`config.mk`:
```
export PLATFORM = sky130hd
export DESIGN_NAME = cache_base_ctrl
export DESIGN_NICKNAME = d
export VERILOG_FILES = /design/src/rtl/cache_base_pkg.sv /design/src/rtl/cache_valid_array.sv /design/src/rtl/cache_base_ctrl.sv
export SDC_FILE = /design/constraint.sdc
export NUM_CORES = 1
export LEC_CHECK = 0
export ABC_AREA = 1
export CAP_MARGIN = 20
export CORE_ASPECT_RATIO = 0.75
export CORE_UTILIZATION = 40
export DETAILED_ROUTE_END_ITERATION = 10
export GPL_ROUTABILITY_DRIVEN = 0
export PLACE_DENSITY = 0.64
export SLEW_MARGIN = 10
export SYNTH_ARGS = -nofsm -noshare
export SYNTH_HDL_FRONTEND = slang
export SYNTH_HIERARCHICAL = 1
export SYNTH_SLANG_ARGS = --single-unit
```
`constraint.sdc`:
```
create_clock -name clk -period 1.9 [get_ports clk]
set_input_delay 0.38 -clock clk [delete_from_list [all_inputs] [get_ports clk]]
set_output_delay 0.38 -clock clk [all_outputs]
set_load 0.01 [all_outputs]
```
`src/rtl/cache_base_pkg.sv`:
```
// Shared constants and FSM state encodings for the blocking direct-mapped cache controller.
// The optional statistics counters (CACHE_BASE_CTRL_STATS_EN) use satInc from here.
package cache_base_pkg;

    localparam int NUM_LINES      = 32;
    localparam int WORDS_PER_LINE = 16;
    localparam int TAG_BITS       = 21;
    localparam int INDEX_BITS     = 5;
    localparam int WORD_OFF_BITS  = 4;
    localparam int CNT_BITS       = 5;
    localparam int STATE_BITS     = 4;

    typedef logic [STATE_BITS-1:0] state_t;

    localparam state_t IDLE        = 4'd0;
    localparam state_t TAG_CHECK   = 4'd1;
    localparam state_t WRITE_DATA  = 4'd2;
    localparam state_t WRITE_MEM   = 4'd3;
    localparam state_t WRITE_ACK   = 4'd4;
    localparam state_t REFILL_REQ  = 4'd5;
    localparam state_t REFILL_WAIT = 4'd6;
    localparam state_t REFILL_DONE = 4'd7;
    localparam state_t RESP        = 4'd8;

    // Saturating increment so the statistics never roll over to zero.
    function automatic logic [31:0] satInc(input logic [31:0] value);
        return (value == 32'hFFFF_FFFF) ? value : value + 32'd1;
    endfunction

endpackage

```
`src/rtl/cache_valid_array.sv`:
```
// Per-line valid bits: cleared together by reset, set one line at a time after a refill.
module cache_valid_array
    import cache_base_pkg::*;
#(
    parameter int LINES = NUM_LINES,
    parameter int IDX_W = INDEX_BITS
) (
    input  logic             clk,
    input  logic             reset,
    input  logic             i_set_en,
    input  logic [IDX_W-1:0] i_set_index,
    input  logic [IDX_W-1:0] i_rd_index,
    output logic             o_rd_valid
);

    logic [LINES-1:0] r_valid;

    always_ff @(posedge clk) begin
        if (reset) begin
            r_valid <= '0;
        end else if (i_set_en) begin
            r_valid[i_set_index] <= 1'b1;
        end
    end

    assign o_rd_valid = r_valid[i_rd_index];

endmodule

```
`src/rtl/cache_base_ctrl.sv`:
```
// Control FSM for a blocking, write-through, no-write-allocate direct-mapped cache.
// Define CACHE_BASE_CTRL_STATS_EN to add saturating hit_count/miss_count outputs.
module cache_base_ctrl
    import cache_base_pkg::*;
(
    input  logic                  clk,
    input  logic                  reset,
    input  logic                  proc_req_val,
    output logic                  proc_req_rdy,
    output logic                  proc_resp_val,
    input  logic                  proc_resp_rdy,
    output logic                  mem_req_val,
    input  logic                  mem_req_rdy,
    output logic                  mem_req_write,
    input  logic                  mem_resp_val,
    output logic                  mem_resp_rdy,
    input  logic                  tag_array_match,
    input  logic [INDEX_BITS-1:0] index,
    input  logic                  read,
    output logic                  data_array_r_en,
    output logic                  data_array_w_en,
    output logic                  data_array_write_mux_sel,
    output logic                  tag_array_w_en,
`ifdef CACHE_BASE_CTRL_STATS_EN
    output logic [31:0]           hit_count,
    output logic [31:0]           miss_count,
`endif
    output logic [CNT_BITS-1:0]   received_mem_resp_num
);

    state_t              r_state;
    state_t              w_next_state;
    logic [CNT_BITS-1:0] r_counter;
    logic                w_valid;
    logic                w_hit;
    logic                w_last_beat;
    logic                w_refill_beat;

    cache_valid_array #(
        .LINES (NUM_LINES),
        .IDX_W (INDEX_BITS)
    ) u_valid (
        .clk         (clk),
        .reset       (reset),
        .i_set_en    (r_state == REFILL_DONE),
        .i_set_index (index),
        .i_rd_index  (index),
        .o_rd_valid  (w_valid)
    );

    assign w_hit         = w_valid & tag_array_match;
    assign w_last_beat   = (r_counter == CNT_BITS'(WORDS_PER_LINE - 1));
    assign w_refill_beat = (r_state == REFILL_WAIT) & mem_resp_val;

    always_comb begin
        w_next_state = r_state;
        case (r_state)
            IDLE:        if (proc_req_val) w_next_state = TAG_CHECK;
            TAG_CHECK: begin
                if (read) w_next_state = w_hit ? RESP : REFILL_REQ;
                else      w_next_state = w_hit ? WRITE_DATA : WRITE_MEM;
            end
            WRITE_DATA:  w_next_state = WRITE_MEM;
            WRITE_MEM:   if (mem_req_rdy) w_next_state = WRITE_ACK;
            WRITE_ACK:   if (mem_resp_val) w_next_state = RESP;
            REFILL_REQ:  if (mem_req_rdy) w_next_state = REFILL_WAIT;
            REFILL_WAIT: if (mem_resp_val) w_next_state = w_last_beat ? REFILL_DONE : REFILL_REQ;
            REFILL_DONE: w_next_state = RESP;
            RESP:        if (proc_resp_rdy) w_next_state = IDLE;
            default:     w_next_state = IDLE;
        endcase
    end

    // The beat counter returns to 0 after the last beat so it idles at 0 outside refills.
    always_ff @(posedge clk) begin
        if (reset) begin
            r_state   <= IDLE;
            r_counter <= '0;
        end else begin
            r_state <= w_next_state;
            if (r_state == TAG_CHECK) begin
                r_counter <= '0;
            end else if (w_refill_beat) begin
                r_counter <= w_last_beat ? '0 : r_counter + CNT_BITS'(1);
            end
        end
    end

    assign proc_req_rdy             = (r_state == IDLE);
    assign proc_resp_val            = (r_state == RESP);
    assign mem_req_val              = (r_state == WRITE_MEM) | (r_state == REFILL_REQ);
    assign mem_req_write            = (r_state == WRITE_MEM);
    assign mem_resp_rdy             = (r_state == WRITE_ACK) | (r_state == REFILL_WAIT);
    assign data_array_r_en          = (r_state == TAG_CHECK) | (r_state == RESP);
    assign data_array_w_en          = (r_state == WRITE_DATA) | w_refill_beat;
    assign data_array_write_mux_sel = w_refill_beat;
    assign tag_array_w_en           = (r_state == REFILL_DONE);
    assign received_mem_resp_num    = r_counter;

`ifdef CACHE_BASE_CTRL_STATS_EN
    logic [31:0] r_hit_count;
    logic [31:0] r_miss_count;

    // Every request passes through TAG_CHECK exactly once, so count there.
    always_ff @(posedge clk) begin
        if (reset) begin
            r_hit_count  <= '0;
            r_miss_count <= '0;
        end else if (r_state == TAG_CHECK) begin
            if (w_hit) r_hit_count  <= satInc(r_hit_count);
            else       r_miss_count <= satInc(r_miss_count);
        end
    end

    assign hit_count  = r_hit_count;
    assign miss_count = r_miss_count;
`endif

endmodule
```
# Word level (Yosys, flattened, before mapping)
# Index checks and enable logic that the tools add are counted.
[classes]
n_mux = 16
reduce_logical = 4
order_cmp = 2
add_sub_neg = 1
eq_ne = 15
bitwise_logic = 7
[op_table]
columns = ["operator", "count"]
rows = [
  ["$pmux W4 S9", 1],
  ["$mux W4", 8],
  ["$or A32 B32 Y32", 1],
  ["$eq A4 B3 Y1 const B", 4],
  ["$ne A2 B2 Y1 const B", 5],
  ["$eq A4 B2 Y1 const B", 2],
  ["$lt A5 B6 Y1 const B", 1],
  ["$reduce_and A6 Y1", 1],
  ["$add A5 B1 Y5 const B", 1],
  ["$bmux W1 S5", 1],
  ["$demux W1 S5", 1],
  ["$eq A5 B4 Y1 const B", 1],
  ["$ge A5 B1 Y1 const B", 1],
  ["$mux W5", 1],
  ["$eq A4 B1 Y1 const B", 1],
  ["$eq A4 B4 Y1 const B", 1],
  ["$logic_not A4 Y1", 1],
  ["$or A1 B1 Y1", 4],
  ["$mux W1", 3],
  ["$and A1 B1 Y1", 2],
  ["$mux W2", 1],
  ["$ne A2 B1 Y1 const B", 1],
  ["$reduce_or A2 Y1", 1],
  ["$logic_and A1 B1 Y1", 1],
]
[word_totals]
register_bits = 41
wordCells = 48
output_inout_bits = 14
input_bits = 13

# Longest topological paths before layout
# Gate-level depths: netlist of the first run.
[depth]
ltp_word = 6
mapped_depth = 18
depth_no_buf = 16

# By module
# The synthesis of the first run kept the hierarchy.
[modules_own_cells]
columns = ["module", "instances", "seq_area_each_um2", "cells_per_inst", "area_each_um2"]
rows = [
  ["cache_valid_array", 1, 640.6, 195, 1403.8],
  ["cache_base_ctrl", 1, 180.2, 104, 661.9],
]

# Least setup slack after synthesis of the first run
# Ideal clock, no wire load.
[synth_path]
path_type = "input -> register"
startpoint = "input port index[0]"
endpoint = "register r_state[3]"
required_ns = 1.836
path_slack_ns = 0.334
path_buffers = 2
arrival_time_ns = 1.502
setup_ns = 0.064
stages = 17
path_cell_list = "buf_6 > inv_4 > buf_6 > nand2_1 > nand3_1 > nand3_1 > nand2_1 > nand2_1 > nand2_1 > nand2_1 > nand2_1 > nand2_1 > nor3_1 > nor2_1 > nand2_1 > nand2_1 > nor2_1"
[synth_via]
elab_chain_cells = 6
[synth_lines]
columns = ["element", "line_no", "rtl"]
rows = [
  ["start, declared", "cache_base_ctrl.sv:18", "input logic [INDEX_BITS-1:0] index,"],
  ["$bmux W1 S5", "cache_valid_array.sv:26", "assign o_rd_valid = r_valid[i_rd_index];"],
  ["$mux W1 (implied by the code)", "cache_valid_array.sv:26", ""],
  ["net w_valid", "cache_base_ctrl.sv:34", "logic w_valid;"],
  ["$and A1 B1 Y1", "cache_base_ctrl.sv:51", "assign w_hit = w_valid & tag_array_match;"],
  ["$mux W4 (2 in a row)", "cache_base_ctrl.sv:60", "if (read) w_next_state = w_hit ? RESP : REFILL_REQ;"],
  ["$pmux W4 S9", "cache_base_ctrl.sv:57", "case (r_state)"],
  ["end signal, assigned", "cache_base_ctrl.sv:80", "r_state <= w_next_state;"],
  ["end, declared", "cache_base_ctrl.sv:31", "state_t r_state;"],
]
# The timed path passes the listed nets, and every way through them passes these cells. The select of a mux whose other input is x is not followed.
# A chain may end at the register's enable or synchronous reset.

# Final worst setup path of the first run
[layout_path]
startpoint = "register r_state[1]"
endpoint = "output port data_array_w_en"
[layout_via]
elab_chain_cells = 3
elab_cells_between_ends = 4
classes_between = "2 x eq/ne; 2 x bitwise"
[layout_lines]
columns = ["element", "line_no", "rtl"]
rows = [
  ["$eq A4 B3 Y1", "cache_base_ctrl.sv:53", "assign w_refill_beat = (r_state == REFILL_WAIT) & mem_resp_val;"],
  ["$and A1 B1 Y1", "cache_base_ctrl.sv:53", ""],
  ["$or A1 B1 Y1 (*)", "cache_base_ctrl.sv:95", "assign data_array_w_en = (r_state == WRITE_DATA) | w_refill_beat;"],
  ["end, declared", "cache_base_ctrl.sv:21", "output logic data_array_w_en,"],
]
# Every way passes the cells marked *; elsewhere a longest branch is shown, timed or not.

==> key figures, run 1 <==
Drt
  – Via count: 2,066
  – DRT Pass-1 Iters: 6
  – Wirelength, routed: 5300 um
  – 1st-iter DRT viols: ~160
  – DRT met1 WL: 2800 um
  – DR WL/cell: 12.9 um
  – Vias per cell: 5.04
  – Wire length on met2: around 2200 um
  – # DRC: 0
  – Final ANT Viol Nets: 0
  – Met3 routed WL: 276 um
  – Highest metal used: met3

Finish
  – Utilization after layout: 0.554
  – Fin nets: around 360
  – Post-route non-filler standard cell count: 410
  – Antenna cells: 0
  – Layout cells sized above 1: 0.180
  – Area grow syn2layout: 32.1%

Logic synthesis
  – Syn nets: approximately 310
  – Ys async rst share: 0
  – Synth Cell Area: between 2000 and 2500 um2
  – Synth top area share: 0.397
  – Post-Synthesis Cells: 299
  – Post-synthesis sequential area ratio: 0.397
  – Synth area leaders: dfxtp_1, nand2_1, a21oi_1
  – Ys flop type: dfxtp_1
  – Count leader, synth: nand2_1
  – Synth warnings: 6
  – Post-synth EDFFs: 0
  – Synthesized flop and latch total: 41
  – Mapped Avg Cell Area: 6.91 um2
  – Synth top cells by count: nand2_1, nor2_1, dfxtp_1
  – Synth unique cells: 30
  – Synth area leader: dfxtp_1

GRT
  – First-pass GRT wire length: 8740 um
  – Tot GR Track Use: 0.202
  – Gr ovfl total: 0
  – Number of global-route vias before repair: roughly 1,800
  – Largest net degree at the start of global routing: 17
  – Initial antenna violation count: 0

Setup path
  – Crit. End Element: primary output
  – Slowest stage cell, crit path: dfxtp_2
  – WS Path Type: reg2out
  – Startpoint Class: register
  – Cells along the critical path: inv_2 > nor2_4 > nand2_4 > nor2_8 > inv_2 > nand2_1 > dlygate4sd2_1
  – Worst path most repeated cell: inv_2
  – Critical Path AT: roughly 1400 ps
  – Worst R2R Path Depth: 7
  – WP data required: 1520 ps
  – Biggest cell delay along the critical path: between 300 and 400 ps
  – Crit Path Max Fanout: 4

Min path
  – Class of the worst hold path: reg2reg
  – Worst hold stages: 2

STA
  – Fin crit share: 0.944
  – Final Hold Fails: 0
  – Final setup viols: 0
  – RSZ-0062 raised after global routing: no
  – Min Tclk post-route: ~1800 ps
  – Worst slew margin: 0.555
  – Setup skew after layout: 5.93 ps
  – F_max: 557 MHz
  – Slew @ Worst Pin: 664 ps
  – Final Max Slew Viols: 0

Place
  – Cell count after placement: between 300 and 400
  – Buffers on Ports: 26
  – HPWL after DPL: 3700 um

CTS
  – CTS tree: built
  – Clock Latency Late Sink: slightly below 300 ps
  – CTS root buf: clkbuf_8
  – Number of buffers created by CTS: 5
  – Longest Clk Path Bufs: 2
  – Clk sinks: 41
  – CTS H-Tree Depth: 2
  – Clock-pin slew on the worst setup and hold paths: roughly 80 ps

Power and ir drop
  – LEAKAGE: 1.31 nW
  – PD cells: approximately 910 nW/um2
  – Peak supply drop: 416 uV

Floorplanning
  – Die X: 85.0 um
  – Rows: 22
  – Die Y: roughly 64 um
  – Core area: between 4000 and 5000 um2
  – IO Pins: 27
  – Initial Utilization: 0.419
  – Die area: about 5500 um2

Run status
  – Outcome: complete, no violations

Flow run
  – Max-cap viol count: 0
-- stage by stage --
stage               hold slack (ps)  TNS (ps)  setup slack [ps]  instance area [um2]  total power [mW]
floorplan                       437         0               334                 2070              1.55
global placement                448     -2270              -347                 2550              1.89
detailed placement              456     -2180              -348                 2550              1.88
CTS                             478     -8.43             -8.43                 2700              2.49
global route                    500         0              18.5                 2730              2.70
finish                          471         0               106                 2730              2.49
-- power by group --
group          switching (mW)  internal [mW]  leakage, nW  total, mW
clock network           0.297          0.259       0.0374      0.555
registers              0.0807          0.921        0.333       1.00
logic                   0.549          0.389        0.942      0.938
-- routing by layer --
layer | track usage | vias up
li1 | - | 1069
met1 | 0.306 | 951
met2 | 0.291 | 46
met3 | 0.0388 | 0
met4 | 0.0445 | 0
met5 | 0 | -
-- timing repair --
item | 4_1_cts | 5_1_grt
hold buffers | 0 | 0
gates cloned | 1 | 1
endpoints found under the setup margin | 10 | 8
hold endpoints to repair | 0 | 0
buffers inserted | 1 | 0
resized for setup | 16 | 14
-- cell families after synthesis --
kind of cell	Yosys count	synth area share
AO/OA/AOI/OAI	40	0.101
AND/OR/NAND/NOR	179	0.414
buffers and inverters	37	0.0781
adder cells (fa/ha/maj)	1	0.00606
XOR/XNOR	1	0.00424
flip-flops	41	0.397
-- critical path: cells and delay by family, from the launching register on --
kind,cells,cell delay [ps]
and+or+nand+nor,4,380
buffers and inverters,3,360
DFF,1,390
-- state kept, by name (all words and copies together), names as in the netlist --
signal	cells
r_state	4
received_mem_resp_num	5
u_valid/r_valid	32
-- final timing paths --
kind                                          start                   to  slack (ps)
worst min register to register  u_valid/r_valid[18]  u_valid/r_valid[18]         470
worst min-delay path            u_valid/r_valid[18]  u_valid/r_valid[18]         470
worst max-delay path                     r_state[1]      data_array_w_en         110
worst max register to register           r_state[3]  u_valid/r_valid[20]         190
-- area by class of cell --
type	instances	area, um2
Clock inverter	2	15.0
Tap cell	60	75.1
Sequential cell	41	833
Fill cell	467	2200
Timing Repair Buffer	50	514
Clock buffer	6	72.6
Inverter	30	120
Multi-Input combinational cell	221	1100
-- cell usage in the layout, fill, tap and decap left out, drive strengths merged --
cell type / Yosys / routed
nand2: 73 / 73
nor2: 55 / 55
dfxtp: 41 / 41
a21oi: 36 / 36
nand3: 32 / 32
inv: 30 / 30
buf: 4 / 23
nor3: 15 / 15
clkdlybuf4s50: 0 / 14
dlymetal6s2s: 0 / 7
clkbuf: 3 / 7
dlygate4sd2: 0 / 4
o21ai: 3 / 3
nand4: 2 / 2
clkinvlp: 0 / 2
nand3b: 1 / 1
a41oi: 1 / 1
and3: 1 / 1
xor2: 1 / 1
ha: 1 / 1
bufbuf: 0 / 1
Power figures use the tool's default switching activity.
==> run 2: changes to the inputs <==
--- a/config.mk
+++ b/config.mk
@@ -8,10 +8,10 @@
 export ABC_AREA = 1
 export CAP_MARGIN = 20
 export CORE_ASPECT_RATIO = 0.75
-export CORE_UTILIZATION = 40
+export CORE_UTILIZATION = 29
 export DETAILED_ROUTE_END_ITERATION = 10
 export GPL_ROUTABILITY_DRIVEN = 0
-export PLACE_DENSITY = 0.64
+export PLACE_DENSITY = 0.5
 export SLEW_MARGIN = 10
 export SYNTH_ARGS = -nofsm -noshare
 export SYNTH_HDL_FRONTEND = slang
==> run 2 against run 1 <==
Utilization fell by 15 points. Worst setup slack improved by 21 ps. Maximum frequency rose by 1.2%. Clock skew increased by 0.77 ps. First-iteration DRC count decreased by 33%. Flip-flop and latch count did not move. Clock power grew 5.2%. Sequential power barely moved. Via count rose by 0.53%. Register-to-register slack gained 50 ps. Critical endpoint unchanged.
==> key figures, run 2 (synthesis results as in run 1) <==
Finish
  – Most common cell after layout, fill and taps aside: nand2_1 (unchanged)
  – Utilization after layout: 0.407 (was 0.554)
  – Area grow syn2layout: 35.2% (was 32.1%)
  – Largest reg by FF count: u_valid/r_valid (unchanged)
  – Fin nets: 369 (was 363)
  – Multi-input logic area: 1100 um2 (unchanged)
  – Commonest non-fill, non-tap cells in the layout: nand2_1, nor2_1, dfxtp_1 (unchanged)
  – Layout cells sized above 1: 0.192 (was 0.180)
  – FILL cells: 721 (was 467)
  – Antenna cells: 0 (unchanged)
  – Design Area, Final: 2790 um2 (was 2730 um2)
  – Max reg flops: 32 (unchanged)
  – Register area: 831 um2 (was 833 um2)

STA
  – Setup skew after layout: 6.70 ps (was 5.93 ps)
  – Min Tclk post-route: 1770 ps (was 1790 ps)
  – Fin crit share: 0.934 (was 0.944)
  – Setup WS post-layout: 126 ps (was 106 ps)
  – Setup TNS: 0 ps (unchanged)
  – Slew @ Worst Pin: 461 ps (was 664 ps)
  – RSZ-0062 raised after global routing: no (unchanged)
  – Final setup viols: 0 (unchanged)
  – Final Hold Fails: 0 (unchanged)
  – F_max: 564 MHz (was 557 MHz)
  – Worst slew margin: 0.692 (was 0.555)
  – Final Max Slew Viols: 0 (unchanged)

GRT
  – First-pass GRT wire length: 8730 um (was 8740 um)
  – Gr ovfl total: 0 (unchanged)
  – Tot GR Track Use: 0.148 (was 0.202)
  – Initial antenna violation count: 0 (unchanged)
  – Number of global-route vias before repair: 1,788 (was 1,787)
  – Largest net degree at the start of global routing: 20 (was 17)

Floorplanning
  – Core area: 6860 um2 (was 4930 um2)
  – Die Y: 75.1 um (was 64.2 um)
  – Die area: 7470 um2 (was 5460 um2)
  – Rows: 26 (was 22)
  – Die X: 99.5 um (was 85.0 um)
  – Initial Utilization: 0.301 (was 0.419)
  – IO Pins: 27 (unchanged)

CTS
  – Clock-pin slew on the worst setup and hold paths: 80 ps (about the same)
  – Clk sinks: 41 (unchanged)
  – CTS tree: built (unchanged)
  – CTS root buf: clkbuf_8 (unchanged)
  – Clock Latency Late Sink: 290 ps (about the same)
  – CTS H-Tree Depth: 2 (unchanged)
  – Longest Clk Path Bufs: 2 (unchanged)
  – Hold buffers post-CTS: 0 (unchanged)
  – Number of buffers created by CTS: 5 (unchanged)

Place
  – HPWL after DPL: 3890 um (was 3700 um)
  – Pre-CTS WS: -335 ps (was -348 ps)
  – Post-DP Area: 2600 um2 (was 2550 um2)
  – Buffers on Ports: 26 (unchanged)

Drt
  – # DRC: 0 (unchanged)
  – DR WL/cell: 12.1 um (was 12.9 um)
  – Vias per cell: 4.58 (was 5.04)
  – Final ANT Viol Nets: 0 (unchanged)
  – Wirelength, routed: 5500 um (was 5300 um)
  – DRT Pass-1 Iters: 4 (was 6)
  – Via count: 2,077 (was 2,066)
  – 1st-iter DRT viols: 104 (was 156)

Run status
  – Outcome: complete, no violations (unchanged)

Setup path
  – Worst R2R Path Depth: 7 (unchanged)
  – WS Path Type: reg2out (unchanged)
  – Critical Path AT: 1390 ps (was 1410 ps)
  – Startpoint Class: register (unchanged)
  – Crit. End Element: primary output (unchanged)
  – WP data required: 1520 ps (about the same)
  – Crit Path Max Fanout: 5 (was 4)

Min path
  – Worst hold stages: 2 (unchanged)
  – Class of the worst hold path: reg2reg (unchanged)

Power and ir drop
  – Peak supply drop: 289 uV (was 416 uV)
  – PD cells: 894 nW/um2 (was 914 nW/um2)
  – LEAKAGE: 1.29 nW (was 1.31 nW)

Flow run
  – Max-cap viol count: 0 (unchanged)
[run 2: report_power, final]
| group | internal (mW) | total [mW] | switching, mW |
|---|---|---|---|
| Combinational | 0.375 | 0.925 | 0.551 |
| Clock | 0.287 | 0.584 | 0.297 |
| Sequential | 0.916 | 0.987 | 0.0702 |
[run 2: per-stage QoR]
step / cells / power (mW) / hold slack, ps
floorplan: 299 / 1.55 / 437
global placement: 439 / 1.90 / 450
detailed placement: 439 / 1.89 / 458
CTS: 447 / 2.50 / 478
global route: 453 / 2.68 / 499
finish: 453 / 2.50 / 472
[run 2: area by class of cell]
type,instances,area share
clock buffer,6,0.0296
clock inverter,1,0.00269
inverter,30,0.0430
multi-input combinational,221,0.393
sequential,41,0.297
tap,98,0.0439
timing repair buffer,56,0.190
[run 2: worst paths after layout]
| path | start | to | slack [ps] |
|---|---|---|---|
| worst max-delay path | r_state[2] | data_array_w_en | 130 |
| worst max register to register | r_state[1] | u_valid/r_valid[9] | 240 |
| worst min-delay path | received_mem_resp_num[4] | received_mem_resp_num[4] | 470 |
| worst min register to register | received_mem_resp_num[4] | received_mem_resp_num[4] | 470 |
[run 2: layer usage]
metal  share of wire  vias to the layer above  track usage
met5               0                        -            0
met4          0.0098                        0       0.0392
met3           0.033                        7       0.0232
met2            0.42                       32        0.220
met1            0.54                      960        0.222
li1                -                     1078            -
[run 2: repair_timing]
item / in CTS / in global routing
pin swaps: 1 / 0
setup buffers: 1 / 4
cloned: 0 / 2
resized for setup: 20 / 7
setup endpoints to repair: 10 / 5
hold endpoints to repair: 0 / 0
[run 2: worst max-delay path, cell delays in order, from the launching register on]
cell	delay, ps
dfxtp_4	380
inv_1	70
nor2_4	150
nand2_4	100
nor2_8	100
inv_2	40
nand2_1	50
clkdlybuf4s15_1	230
==> run 3: changes to the inputs <==
--- a/config.mk
+++ b/config.mk
@@ -5,7 +5,6 @@
 export SDC_FILE = /design/constraint.sdc
 export NUM_CORES = 1
 export LEC_CHECK = 0
-export ABC_AREA = 1
 export CAP_MARGIN = 20
 export CORE_ASPECT_RATIO = 0.75
 export CORE_UTILIZATION = 29
==> run 3 against run 2 <==
Clock skew is 1.5 ps lower. Register-to-register slack worse by 30 ps. Clock-buffer cell count did not move. Clock power shrank 6.8%. Combinational power shrank 15%. Non-clock buffer count up 7. Power shrank 7.1%. Flip-flop and latch count is the same. Largest cell class unchanged.
==> key figures, run 3 <==
Run status
  – Outcome: complete, no violations (unchanged)

STA
  – Final setup viols: 0 (unchanged)
  – Slew @ Worst Pin: 396 ps (was 461 ps)
  – Fin crit share: 0.959 (was 0.934)
  – Worst slew margin: 0.736 (was 0.692)
  – RSZ-0062 raised after global routing: yes (was no)
  – Setup TNS: 0 ps (unchanged)
  – Min Tclk post-route: 1820 ps (was 1770 ps)
  – Setup skew after layout: 5.24 ps (was 6.70 ps)
  – Final Max Slew Viols: 0 (unchanged)
  – F_max: 549 MHz (was 564 MHz)
  – Final Hold Fails: 0 (unchanged)

Setup path
  – Buf/Inv on CP: 1 (was 3)
  – Delay-heaviest family, CP: simple AND/OR/NAND/NOR gates (unchanged)
  – Startpoint Class: input pin (was register)
  – Cells along the critical path: clkdlybuf4s50_1 > nand2b_1 > a21oi_2 > nand3_1 > nand2_1 > a311o_1 > nand2_1 > o21ai_1 > o221ai_1 > and4_1 (was inv_1 > nor2_4 > nand2_4 > nor2_8 > inv_2 > nand2_1 > clkdlybuf4s15_1)
  – Critical Path AT: 2050 ps (was 1390 ps)
  – WS Path Type: in2reg (was reg2out)
  – Slowest stage cell, crit path: clkdlybuf4s50_1 (was dfxtp_4)
  – Crit. End Element: register (was primary output)
  – Biggest cell delay along the critical path: 540 ps (was 380 ps)
  – WP data required: 2130 ps (was 1520 ps)
  – Crit Path Max Fanout: 4 (was 5)
  – Worst path most repeated cell: nand2_1

CTS
  – Clock Latency Late Sink: 290 ps (about the same)
  – CTS root buf: clkbuf_8 (unchanged)
  – Clock-pin slew on the worst setup and hold paths: 80 ps (about the same)
  – CTS H-Tree Depth: 2 (unchanged)
  – Longest Clk Path Bufs: 2 (unchanged)
  – Clk sinks: 41 (unchanged)
  – Hold buffers post-CTS: 0 (unchanged)
  – Post CTS Setup Buffer Count: 0 (was 1)
  – CTS tree: built (unchanged)
  – Number of buffers created by CTS: 5 (unchanged)

Floorplanning
  – Core area: 6830 um2 (was 6860 um2)
  – Die area: 7410 um2 (was 7470 um2)
  – Rows: 26 (unchanged)
  – Die X: 99.1 um (was 99.5 um)
  – Die Y: 74.8 um (was 75.1 um)
  – IO Pins: 27 (unchanged)
  – Initial Utilization: 0.300 (was 0.301)

Logic synthesis
  – Synthesized flop and latch total: 41 (unchanged)
  – Xor/xnor cell area share of the yosys netlist: 0.0171 (was 0.00424)
  – Largest family of logic cells by synthesized area: simple AND/OR/NAND/NOR gates (unchanged)
  – Mux share of post-synthesis cell area: 0.0928 (was 0)
  – Synth warnings: 6 (unchanged)
  – Post-synthesis sequential area ratio: 0.400 (was 0.397)
  – Synth unique cells: 43 (was 30)
  – Synth Cell Area: 2050 um2 (was 2070 um2)
  – Ys async rst share: 0 (unchanged)
  – Post-synthesis compound-gate area fraction: 0.162 (was 0.101)
  – Synth top cells by count: a21oi_1, dfxtp_1, nor2_1 (was nand2_1, nor2_1, dfxtp_1)
  – Synth top area share: 0.400 (was 0.397)
  – Ys flop type: dfxtp_1 (unchanged)
  – Post-Synthesis Cells: 243 (was 299)
  – Mapped Avg Cell Area: 8.43 um2 (was 6.91 um2)
  – Syn nets: 257 (was 313)
  – Synth area leader: dfxtp_1 (unchanged)
  – Synth area leaders: dfxtp_1, a21oi_1, mux2i_1 (was dfxtp_1, nand2_1, a21oi_1)
  – Post-synth EDFFs: 0 (unchanged)
  – Post-synthesis simple-gate area fraction: 0.270 (was 0.414)
  – Post-synthesis adder-cell area fraction: 0.00611 (was 0.00606)

Drt
  – Wirelength, routed: 5330 um (was 5500 um)
  – Final ANT Viol Nets: 0 (unchanged)
  – Via count: 1,845 (was 2,077)
  – 1st-iter DRT viols: 92 (was 104)
  – Vias per cell: 4.82 (was 4.58)
  – DR WL/cell: 13.9 um (was 12.1 um)
  – # DRC: 0 (unchanged)
  – DRT Pass-1 Iters: 4 (unchanged)

Finish
  – Post-route non-filler standard cell count: 383 (was 453)
  – Layout cells sized above 1: 0.207 (was 0.192)
  – Largest reg by FF count: u_valid/r_valid (unchanged)
  – Fin nets: 313 (was 369)
  – Most common cell after layout, fill and taps aside: a21oi_1 (was nand2_1)
  – Area grow syn2layout: 32.9% (was 35.2%)
  – Commonest non-fill, non-tap cells in the layout: a21oi_1, nor2_1, dfxtp_1 (was nand2_1, nor2_1, dfxtp_1)
  – Antenna cells: 0 (unchanged)
  – Max reg flops: 32 (unchanged)

Place
  – HPWL after DPL: 3930 um (was 3890 um)
  – Buffers on Ports: 26 (unchanged)
  – Cell count after placement: 375 (was 439)

Power and ir drop
  – PD cells: 852 nW/um2 (was 894 nW/um2)
  – Peak supply drop: 290 uV (was 289 uV)
  – LEAKAGE: 1.13 nW (was 1.29 nW)

Flow run
  – Max-cap viol count: 0 (unchanged)

GRT
  – Gr ovfl total: 0 (unchanged)
  – Number of global-route vias before repair: 1,682 (was 1,788)
  – Initial antenna violation count: 0 (unchanged)
  – First-pass GRT wire length: 8650 um (was 8730 um)
  – Tot GR Track Use: 0.150 (was 0.148)
  – Largest net degree at the start of global routing: 19 (was 20)

Min path
  – Class of the worst hold path: reg2reg (unchanged)
-- run 3: final cells by class --
type / instances / area (um2)
Inverter: 2 / 7.51
Clock inverter: 1 / 8.76
Multi-Input combinational cell: 186 / 1150
Sequential cell: 41 / 831
Timing Repair Buffer: 63 / 548
Fill cell: 713 / 4110
Tap cell: 84 / 105
Clock buffer: 6 / 72.6
-- run 3: per-layer routing --
metal	share of wire	track usage	up-vias	wire length [um]
met5	0	0	-	0
met3	0.020	0.0251	2	105
li1	-	-	967	-
met4	0.0058	0.0343	0	31
met2	0.40	0.210	17	2110
met1	0.58	0.235	859	3080
-- run 3: worst paths after layout --
path | to | cells after the start | slack, ps | from
min reg2reg | u_valid/r_valid[24] | 2 | 470 | u_valid/r_valid[24]
max reg2reg | r_state[0] | 9 | 210 | u_valid/r_valid[17]
min | u_valid/r_valid[24] | 2 | 470 | u_valid/r_valid[24]
max | r_state[0] | 10 | 80 | index[4]
-- run 3: what timing repair did --
item,in CTS,in global routing
resized for setup,25,13
cloned,1,0
pin swaps,0,0
setup endpoints to repair,12,4
-- run 3: worst reg2reg max path, stage by stage (launching register included) --
cell,delay (ps)
dfxtp_1,360
mux2i_1,90
a22oi_1,190
nand4b_1,120
a21oi_1,130
a311o_1,160
nand2_1,90
o21ai_1,120
o221ai_1,120
and4_1,200
-- run 3: cell families (layout without fill, tap and decap cells) --
family          count (synthesis)  count (layout)
compound gates                 57              57
mux                            19              19
buf+inv                        16              72
fa+ha+maj                       1               1
flops                          41              41
xor+xnor                        4               4
simple gates                  105             105
-- run 3: per-stage QoR --
step / setup WS [ps] / util / hold slack (ps) / cell area (um2) / total power [mW]
after floorplan: 91.2 / - / 436 / 2050 / 1.49
after global placement: -577 / 0.381 / 450 / 2600 / 1.79
after CTS: 37.4 / 0.397 / 476 / 2710 / 2.33
final: 77.8 / 0.399 / 475 / 2720 / 2.32
after detailed placement: -594 / 0.381 / 458 / 2600 / 1.80
after global routing: -16.7 / 0.399 / 501 / 2720 / 2.47
-- run 3: where the power goes --
group | internal [mW] | switching (mW)
clock network | 0.254 | 0.290
registers | 0.905 | 0.0876
logic | 0.412 | 0.370
total | 1.57 | 0.747
